## src/rtl/usbf_crc_pkg.sv

```systemverilog
// Shared constants, state type and strobe helper for the streaming USB CRC16 engine.
// CRC values are held in the LSB-first (reflected) form used by the SIE byte paths.
package usbf_crc_pkg;

   localparam logic [15:0] CRC16_INIT     = 16'hFFFF;
   localparam logic [15:0] CRC16_RESIDUAL = 16'hB001;
   // x^16+x^15+x^2+1 with bit order reversed for LSB-first shifting
   localparam logic [15:0] CRC16_POLY_REF = 16'hA001;

   typedef enum logic [1:0] {
      IDLE = 2'd0,
      RUN  = 2'd1,
      DONE = 2'd2
   } crc_state_e;

   // True when the set bits form one run starting at bit 0 (including all-zero).
   function automatic logic strb_contig(input logic [3:0] strb);
      return ((strb & (strb + 4'd1)) == 4'd0);
   endfunction

endpackage

```

## src/rtl/usbf_crc16_step.sv

```systemverilog
// One-byte USB CRC16 update, bit 0 of the byte shifted in first.
// Purely combinational; the stream top chains several of these per beat.
module usbf_crc16_step
   import usbf_crc_pkg::*;
(
   input  logic [15:0] crc_in_i,
   input  logic [7:0]  din_i,
   output logic [15:0] crc_out_o
);

   always_comb begin
      logic [15:0] c;
      c = crc_in_i;
      for (int b = 0; b < 8; b++) begin
         if (c[0] ^ din_i[b]) c = (c >> 1) ^ CRC16_POLY_REF;
         else                 c = c >> 1;
      end
      crc_out_o = c;
   end

endmodule

```

## src/rtl/usbf_crc16_stream.sv

```systemverilog
// Streaming USB CRC16 generator/checker taking 1, 2 or 4 bytes per beat.
// Holds CRC and byte count per packet and pulses done_o one cycle after the last beat.
module usbf_crc16_stream
   import usbf_crc_pkg::*;
#(
   parameter int          DATA_W       = 8,
   parameter logic [15:0] CRC_INIT     = CRC16_INIT,
   parameter logic [15:0] CRC_RESIDUAL = CRC16_RESIDUAL,
   parameter int          LEN_W        = 11
) (
   input  logic                clk_i,
   input  logic                rst_ni,
   input  logic                start_i,
   input  logic                valid_i,
   input  logic [DATA_W-1:0]   data_i,
   input  logic [DATA_W/8-1:0] strb_i,
   input  logic                last_i,
   output logic                ready_o,
   output logic                done_o,
   output logic [15:0]         crc_o,
   output logic                crc_ok_o,
   output logic [LEN_W-1:0]    len_o,
   output logic                err_o
);

   localparam int NB = DATA_W / 8;

   crc_state_e       state_reg, state_next;
   logic [15:0]      crc_reg;
   logic [LEN_W-1:0] len_reg;
   logic             err_reg;

   logic [15:0]      crc_base, crc_beat;
   logic [LEN_W-1:0] len_base, len_beat;
   logic [LEN_W:0]   len_sum;
   logic [2:0]       pop;
   logic [3:0]       strb4;
   logic             accept, process, violation;

   // A start in the same cycle as a beat makes the beat the first of a fresh packet.
   assign crc_base = start_i ? CRC_INIT : crc_reg;
   assign len_base = start_i ? '0 : len_reg;

   generate
      for (genvar gi = 0; gi < NB; gi++) begin : g_step
         logic [15:0] c_in, step_out, c_out;
         if (gi == 0) begin : g_first
            assign c_in = crc_base;
         end else begin : g_next
            assign c_in = g_step[gi-1].c_out;
         end
         usbf_crc16_step u_step (
            .crc_in_i  (c_in),
            .din_i     (data_i[8*gi +: 8]),
            .crc_out_o (step_out)
         );
         assign c_out = strb_i[gi] ? step_out : c_in;
      end
   endgenerate

   assign crc_beat = g_step[NB-1].c_out;

   always_comb begin
      strb4 = '0;
      strb4[NB-1:0] = strb_i;
      pop = '0;
      for (int k = 0; k < NB; k++) pop = pop + {2'b00, strb_i[k]};
   end

   assign len_sum  = {1'b0, len_base} + {{(LEN_W-2){1'b0}}, pop};
   assign len_beat = len_sum[LEN_W] ? '1 : len_sum[LEN_W-1:0];

   // FSM outputs
   always_comb begin
      ready_o = 1'b1;
      done_o  = 1'b0;
      if (state_reg == DONE) begin
         ready_o = 1'b0;
         done_o  = 1'b1;
      end
   end

   assign accept    = valid_i & ready_o;
   assign process   = accept & (start_i | (state_reg == RUN));
   assign violation = (accept & ~start_i & (state_reg == IDLE)) |
                      (process & (~strb_contig(strb4) | (~last_i & ~(&strb_i))));

   // FSM next state
   always_comb begin
      state_next = state_reg;
      case (state_reg)
         IDLE:    if (start_i) state_next = (valid_i & last_i) ? DONE : RUN;
         RUN:     if (valid_i & last_i) state_next = DONE;
         DONE:    state_next = start_i ? RUN : IDLE;
         default: state_next = IDLE;
      endcase
   end

   // FSM state and datapath registers
   always_ff @(posedge clk_i or negedge rst_ni) begin
      if (!rst_ni) begin
         state_reg <= IDLE;
         crc_reg   <= CRC_INIT;
         len_reg   <= '0;
         err_reg   <= 1'b0;
      end else begin
         state_reg <= state_next;
         err_reg   <= violation;
         if (process) begin
            crc_reg <= crc_beat;
            len_reg <= len_beat;
         end else if (start_i) begin
            crc_reg <= CRC_INIT;
            len_reg <= '0;
         end
      end
   end

   assign crc_o    = ~crc_reg;
   assign crc_ok_o = (crc_reg == CRC_RESIDUAL);
   assign len_o    = len_reg;
   assign err_o    = err_reg;

endmodule

```

## config.mk

```make
export PLATFORM = sky130hd
export DESIGN_NAME = usbf_crc16_stream
export DESIGN_NICKNAME = d
export VERILOG_FILES = /design/src/rtl/usbf_crc_pkg.sv /design/src/rtl/usbf_crc16_step.sv /design/src/rtl/usbf_crc16_stream.sv
export SDC_FILE = /design/constraint.sdc
export NUM_CORES = 1
export LEC_CHECK = 0
export BUFFER_PORTS_ARGS = -buffer_cell sky130_fd_sc_hd__buf_2
export CAP_MARGIN = 20
export CORE_MARGIN = 3
export CORE_UTILIZATION = 40
export DETAILED_ROUTE_END_ITERATION = 6
export PLACE_DENSITY_LB_ADDON = 0.08
export SLEW_MARGIN = 20
export SYNTH_ARGS = -nofsm -noshare
export SYNTH_HDL_FRONTEND = slang
export SYNTH_HIERARCHICAL = 1
export SYNTH_SLANG_ARGS = --single-unit
```

## constraint.sdc

```tcl
create_clock -name clk_i -period 3.4 [get_ports clk_i]
set_input_delay 0.51 -clock clk_i [delete_from_list [all_inputs] [get_ports clk_i]]
set_output_delay 0.51 -clock clk_i [all_outputs]
set_load 0.05 [all_outputs]
```

Word-level counts from Yosys, hierarchy flattened
Index checks and enable logic that the tools add are counted.
{ "totals": {"reg_bits": 30, "input_bits": 14, "output_inout_bits": 31} }
{ "classes": {"add_sub_neg": 2, "eq_ne": 5, "mux": 21, "bitwise_logic": 32, "reduce_logical": 3} }
{ "op_table": {"columns": ["operator", "count"], "rows": [
  ["2-to-1 mux 16 bit", 11],
  ["2-to-1 mux 11 bit", 3],
  ["inverter 2 -> 3 bit", 8],
  ["equality test 16 bit, second input constant", 1],
  ["inverter 16 bit", 1],
  ["adder 11 x 1 -> 12 bit", 1],
  ["XOR 1 bit", 8],
  ["AND 1 bit", 7],
  ["2-to-1 mux 2 bit", 3],
  ["case mux 2 bit (3 select lines)", 1],
  ["logical NOT 4 bit", 1],
  ["inverter 1 bit", 4],
  ["2-to-1 mux 1 bit", 3],
  ["OR 1 bit", 3],
  ["adder 1 x 1 -> 2 bit, second input constant", 1],
  ["AND 1 x 2 -> 2 bit", 1],
  ["equality test 2 x 1 -> 1 bit, second input constant", 1],
  ["equality test 2 bit, second input constant", 1],
  ["logical NOT 2 bit", 1],
  ["inequality test 2 x 1 -> 1 bit, second input constant", 1],
  ["inequality test 2 bit, second input constant", 1],
  ["AND reduction 2 bit", 1]
]} }

Logic depth before layout (Yosys ltp)
Gate-level depths: netlist of the first run.
{ "depth": {"depth_word": 19, "mapped_depth": 7} }

Cells and area by module
Netlist of the first run, hierarchy kept.
{ "modules_own_cells": {"columns": ["mod", "n_inst", "cells_per_inst", "area_per_inst_um2", "seq_area_each_um2"], "rows": [
  ["usbf_crc16_stream", 1, 153, 1577.8, 770.7],
  ["usbf_crc16_step", 1, 26, 251.5, 0.0]
]} }

Worst setup path after synthesis of the first run
Ideal clock, no wire load.
{ "synth_path": {"path_type": "input -> register", "start": "in start_i", "end": "reg crc_reg[0]", "t_arrival_ns": 2.452, "slack_ns": 0.866, "stages": 7, "cell_sequence": "clkbuf_1 -> or2_2 -> xnor2_1 -> xnor2_1 -> xor3_2 -> xnor3_1 -> mux2_2"} }
{ "synth_via": {"elab_cells_between_ends": 29, "classes_between": "mux: 11; bitwise: 18"} }
{ "synth_rtl": {"columns": ["item", "line", "text"], "rows": [
  ["start: declaration", "usbf_crc16_stream.sv:13", "input logic start_i,"],
  ["2-to-1 mux 16 bit (*)", null, null],
  ["net crc_base[2]", "usbf_crc16_stream.sv:33", "logic [15:0] crc_base, crc_beat;"],
  ["2-to-1 mux 16 bit (*)", "usbf_crc16_step.sv:15", "if (c[0] ^ din_i[b]) c = (c >> 1) ^ CRC16_POLY_REF;"],
  ["inverter 2 -> 3 bit (no line)", null, null],
  ["2-to-1 mux 16 bit (*)", "usbf_crc16_step.sv:15", null],
  ["XOR 1 bit (*)", "usbf_crc16_step.sv:15", null],
  ["2-to-1 mux 16 bit (*)", "usbf_crc16_step.sv:15", null],
  ["XOR 1 bit (*)", "usbf_crc16_step.sv:15", null],
  ["[... 4 more ...]", null, null],
  ["2-to-1 mux 16 bit (*)", "usbf_crc16_step.sv:15", null],
  ["XOR 1 bit (*)", "usbf_crc16_step.sv:15", null],
  ["2-to-1 mux 16 bit (*)", "usbf_crc16_step.sv:15", null],
  ["XOR 1 bit (*)", "usbf_crc16_step.sv:15", null],
  ["2-to-1 mux 16 bit (*)", "usbf_crc16_step.sv:15", null],
  ["net g_step[0].step_out[0]", "usbf_crc16_stream.sv:46", "logic [15:0] c_in, step_out, c_out;"],
  ["2-to-1 mux 16 bit (*)", "usbf_crc16_stream.sv:57", "assign c_out = strb_i[gi] ? step_out : c_in;"],
  ["2-to-1 mux 16 bit (*)", "usbf_crc16_stream.sv:109", "if (process) begin"],
  ["end signal: assignment", "usbf_crc16_stream.sv:110", "crc_reg <= crc_beat;"],
  ["end: declaration", "usbf_crc16_stream.sv:29", "logic [15:0] crc_reg;"]
]} }
The timed path passes the listed nets; every way through them passes the cells marked *.
A chain may end at the register's enable or synchronous reset.

Worst setup path after layout of the first run
Ends and elaborated chain as after synthesis.

==> impl_metrics.json, run 1 <==
{
  "synth_cell_types": 42,
  "slew_headroom_pct": 54.6,
  "die_w_um": 73.6,
  "max-clock-path-buffers": 2,
  "grt.overflow.total": 0,
  "switching_share_pct": 36.3,
  "setup_violations": 0,
  "drtPass1Iterations": 4,
  "p_seq_share_pct": 40.3,
  "gp_congestion": 0.762,
  "required_ps": 3600,
  "tightest_slew_ps": 680,
  "ir_drop_mv": 0.202,
  "die_area_um2": 5420,
  "internal-power_uw": 692,
  "nFillCells": 388,
  "port_buffers": 44,
  "end_kind": "register",
  "clkPwrFrac_pct": 25.9,
  "clk_latency_ps": 280,
  "ys_warn_count": 6,
  "drv_cap": 0,
  "vias_per_cell": 5.07,
  "clock_sinks": 30,
  "min_period_over_period_pct": 76.1,
  "synth.avg_cell_area_um2": 10.2,
  "synth.net_count": 194,
  "power_mw": 1.09,
  "status": "finished, final reports clean",
  "power_frac_comb_pct": 33.7,
  "grt_max_degree": 35,
  "largest_reg_flops": 16,
  "drc": 0,
  "rsz0062_at_grt": "no",
  "synth_edf_count": 0,
  "track_usage_pct": 15.6,
  "cp.arrival_ps": 2790,
  "cp-start-kind": "input pin",
  "path_clk_slew_ps": 70,
  "drive_gt1_share_pct": 48.4,
  "dp_hpwl_um": 2860,
  "syn_area_um2": 1830,
  "period_needed_ps": 2590,
  "fin_ws_ps": 811,
  "fmax_ghz": 0.386,
  "cp_max_fo": 34,
  "p_leak_nw": 1.07,
  "setup_tns_ps": 0,
  "vias": 1373,
  "dr.first_iter.drc_count": 73,
  "pin_count": 45,
  "drv_slew": 0,
  "finalWirelength_um": 4010,
  "area_delta_synth_final_pct": 16.4,
  "netlist_instances": 179,
  "worstSetupPathType": "in2reg",
  "drtAntennaViolNets": 0,
  "powerDensity_nw_per_um2": 510,
  "post_cts_buffers": 0,
  "cts_root_buf": "clkbuf_8",
  "fin_worst_skew_ps": 9.40,
  "hold_path_class": "in2async",
  "grt_pass1_vias": 1373,
  "synth_top_flop_cell": "dfstp_2",
  "die_h_um": 73.6,
  "async_flop_share_pct": 100,
  "num-nets-final": 235,
  "grt_first_pass_wirelength_um": 6560,
  "pre_cts_ws_ps": 536,
  "grt_antenna_before_repair": 0,
  "p_sw_uw": 393,
  "ys_ff_latch": 30,
  "cts_hold_buf": 0,
  "hold_violations": 0,
  "cts_tree": "built",
  "core_um2": 4200,
  "cts_resized": 0,
  "drt-wirelength-per-cell_um": 14.8,
  "rows": 23,
  "cts_max_level": 2,
  "numCtsBuffers": 5,
  "diodes": 0,
  "yosysSeqAreaShare_pct": 42.1,
  "initial_core_util_pct": 43.5
}
cell usage in the layout, fill, tap and decap left out, types with 2 or more instances in the layout:
cell,netlist,layout
nand2_1,6,6
a211oi_1,4,4
xnor2_1,15,15
mux2_2,16,16
or2_2,16,16
xor2_1,4,4
dfstp_2,16,16
and3_1,2,2
a41oi_1,2,2
nor2b_1,3,3
nor4_1,2,2
inv_1,19,19
nand3b_1,2,2
nor2_1,11,11
nand3_1,6,6
nand4_1,4,4
dfrtp_1,14,14
a311oi_1,2,2
buf_2,0,44
a31oi_1,4,4
clkinv_2,0,2
and2_1,2,2
clkbuf_8,0,5
nor3_1,2,2
stage by stage:
step / util, % / instances / area (µm²) / hold WS, ps
2_1_floorplan: - / 179 / 1830 / 214
3_3_place_gp: 48.7 / 263 / 2050 / 556
3_5_place_dp: 48.7 / 263 / 2050 / 565
4_1_cts: 50.7 / 271 / 2130 / 287
5_1_grt: 50.7 / 271 / 2130 / 300
6_report: 50.7 / 271 / 2130 / 258
kinds of logic after synthesis:
family	count (synthesis)	share of synthesized area, %
mux	16	9.85
xor+xnor	21	11.7
buf+inv	29	7.46
flops	30	42.1
fa+ha+maj	2	1.30
simple gates	63	20.2
compound gates	18	7.32
area by class of cell:
class                      count  area (µm²)  share of cell area (%)
timing repair buffer          44         220                    10.3
clock inverter                 2        10.0                   0.470
sequential                    30         771                    36.2
tap                           50        62.6                    2.94
clock buffer                   6        72.6                    3.41
multi-input combinational    120         922                    43.3
inverter                      19        71.3                    3.35
power by group through the flow:
stage                     clock [mW]  sequential [mW]  combinational (mW)
after floorplan                    0            0.444               0.292
after global placement             0            0.441               0.366
after detailed placement           0            0.443               0.369
after CTS                      0.290            0.437               0.370
after global routing           0.305            0.443               0.394
final                          0.282            0.437               0.366
path summary, 6_finish.rpt:
kind	cells after the start	endpoint	from	slack (ps)
min in group clk_i	3	state_reg[1]	last_i	490
min reg2reg	2	len_o[10]	len_o[10]	580
max in group asynchronous	1	len_o[2]	rst_ni	2700
min	1	len_o[3]	rst_ni	260
max reg2reg	6	crc_reg[0]	crc_reg[2]	1040
max	7	crc_reg[0]	start_i	810
synth_stat cells (all sizes together) (2+ instances only):
| cell | count | area, µm² |
|---|---|---|
| a41oi | 2 | 17.5 |
| nand3 | 7 | 40.0 |
| and2 | 2 | 12.5 |
| mux2 | 16 | 180 |
| and3 | 2 | 12.5 |
| dfrtp | 14 | 350 |
| buf | 6 | 48.8 |
| nor3 | 3 | 26.3 |
| nand2 | 6 | 22.5 |
| a31oi | 4 | 25.0 |
| a311oi | 2 | 17.5 |
| clkbuf | 4 | 16.3 |
| inv | 19 | 71.3 |
| a211oi | 4 | 30.0 |
| xnor2 | 15 | 131 |
| xor2 | 4 | 35.0 |
| dfstp | 16 | 420 |
| nor2b | 3 | 18.8 |
| nand3b | 2 | 15.0 |
| or2 | 16 | 100 |
| nor2 | 11 | 41.3 |
| nand4 | 4 | 25.0 |
| nor4 | 2 | 12.5 |
routing by layer:
| metal | track usage [%] | vias up | share of wire, % |
|---|---|---|---|
| met2 | 23.3 | 41 | 42 |
| met1 | 21.6 | 638 | 51 |
| met3 | 5.47 | 2 | 6.4 |
| met5 | 0 | - | 0 |
| met4 | 4.02 | 0 | 0.55 |
| li1 | - | 692 | - |
critical path: stages:
cell and delay [ps]:
buf_2 270, or2_2 380, xnor2_1 290, xnor2_1 190, xor3_2 520, xnor3_1 350
mux2_2 270
No activity file was read; power rests on OpenSTA's default activity.
==> run 2, diff against run 1 <==
clock period = 2.5 ns   (was 3.4 ns; I/O delays follow)
==> impl_metrics.json, run 2 (synthesis gave the netlist of run 1 again) <==
{
  "core_um2": 4200,
  "clk_latency_ps": 280,
  "powerDensity_nw_per_um2": 685,
  "grt_max_degree": 31,
  "critPathLaunch": "crc_reg[3]",
  "fin_worst_skew_ps": 8.13,
  "gp_congestion": 0.807,
  "area_delta_synth_final_pct": 20.0,
  "drive_gt1_share_pct": 49.6,
  "port_buffers": 44,
  "r2r_setup_slack_ps": 170,
  "hold_violations": 0,
  "p_leak_nw": 1.11,
  "rows": 23,
  "pin_count": 45,
  "grt_antenna_before_repair": 0,
  "drc": 0,
  "period_needed_ps": 2330,
  "die_area_um2": 5420,
  "cp-endpoint": "crc_reg[0]",
  "num-nets-final": 244,
  "worstSetupPathType": "reg2reg",
  "drtPass1Iterations": 4,
  "dr.first_iter.drc_count": 42,
  "largest_reg_flops": 16,
  "slew_headroom_pct": 55.6,
  "cts_resized": 0,
  "vias_per_cell": 5.07,
  "cp-start-kind": "register",
  "final_common_cell": "buf_2",
  "dp_hpwl_um": 3050,
  "fmax_ghz": 0.430,
  "drv_cap": 0,
  "grt.overflow.total": 0,
  "cp.arrival_ps": 2530,
  "drv_slew": 0,
  "power_mw": 1.50,
  "drtAntennaViolNets": 0,
  "hold_ws_ps": 118,
  "grt_first_pass_wirelength_um": 6950,
  "cp_max_fo": 3,
  "cts_hold_buf": 0,
  "grt_pass1_vias": 1442,
  "rsz0062_at_grt": "no",
  "required_ps": 2700,
  "drt-wirelength-per-cell_um": 14.5,
  "post_cts_buffers": 0,
  "vias": 1420,
  "status": "finished, final reports clean",
  "finalWirelength_um": 4060,
  "cts_root_buf": "clkbuf_8",
  "reg2regPathDepth": 6,
  "setup_violations": 0,
  "r2r-end": "crc_reg[0]",
  "initial_core_util_pct": 43.5,
  "final_cell_mix": "buf_2 (44), inv_1 (19), or2_2 (16), mux2_2 (16), dfstp_2 (16)",
  "min_period_over_period_pct": 93.0,
  "numCtsBuffers": 5,
  "tightest_slew_ps": 666,
  "diodes": 0,
  "die_h_um": 73.6,
  "ir_drop_mv": 0.349,
  "cts_max_level": 2,
  "cts_tree": "built",
  "r2r_start": "crc_reg[3]",
  "track_usage_pct": 16.6,
  "max-clock-path-buffers": 2,
  "end_kind": "register",
  "die_w_um": 73.6,
  "hold_path_class": "in2async",
  "path_clk_slew_ps": 70,
  "clock_sinks": 30
}
run 2: critical path: stages (launching register included):
cell and delay [ps]:
dfstp_2 370, or2_2 280, xor2_1 190, xnor2_1 270, xor3_2 520, xnor3_1 350
mux2_2 270
run 2: worst min-delay path by stage:
stage,from,end,slack [ps]
6_report,rst_ni,state_reg[1],120
5_1_grt,rst_ni,state_reg[1],170
4_1_cts,rst_ni,state_reg[1],150
3_5_place_dp,rst_ni,state_reg[1],460
3_3_place_gp,rst_ni,state_reg[0],460
2_1_floorplan,rst_ni,err_o,80
run 2: routing by layer:
metal | wire length, µm | vias up | GRT usage, %
met1 | 1910 | 675 | 23.2
met3 | 235 | 5 | 5.06
met4 | 45 | 0 | 4.23
li1 | - | 702 | -
met2 | 1870 | 38 | 25.0
met5 | 0 | - | 0
run 2: cell type report:
| class | instances | area (µm²) |
|---|---|---|
| clock buffer | 8 | 80.1 |
| fill | 398 | 2010 |
| inverter | 19 | 71.3 |
| multi-input combinational | 120 | 922 |
| sequential | 30 | 771 |
| tap | 50 | 62.6 |
| timing repair buffer | 53 | 288 |
run 2: power breakdown:
group | internal [mW] | switching [mW]
Combinational | 0.216 | 0.316
Sequential | 0.558 | 0.0364
Clock | 0.198 | 0.180
run 2: metrics by stage:
step | instance area, µm² | utilization, % | std cells | setup TNS (ps) | setup slack (ps)
after floorplan | 1830 | - | 179 | 0 | 101
after global placement | 2110 | 50.3 | 272 | 0 | 33.6
after detailed placement | 2110 | 50.3 | 272 | -73.7 | -73.7
after CTS | 2190 | 52.2 | 280 | 0 | 161
after global routing | 2190 | 52.2 | 280 | 0 | 38.7
final | 2190 | 52.2 | 280 | 0 | 174
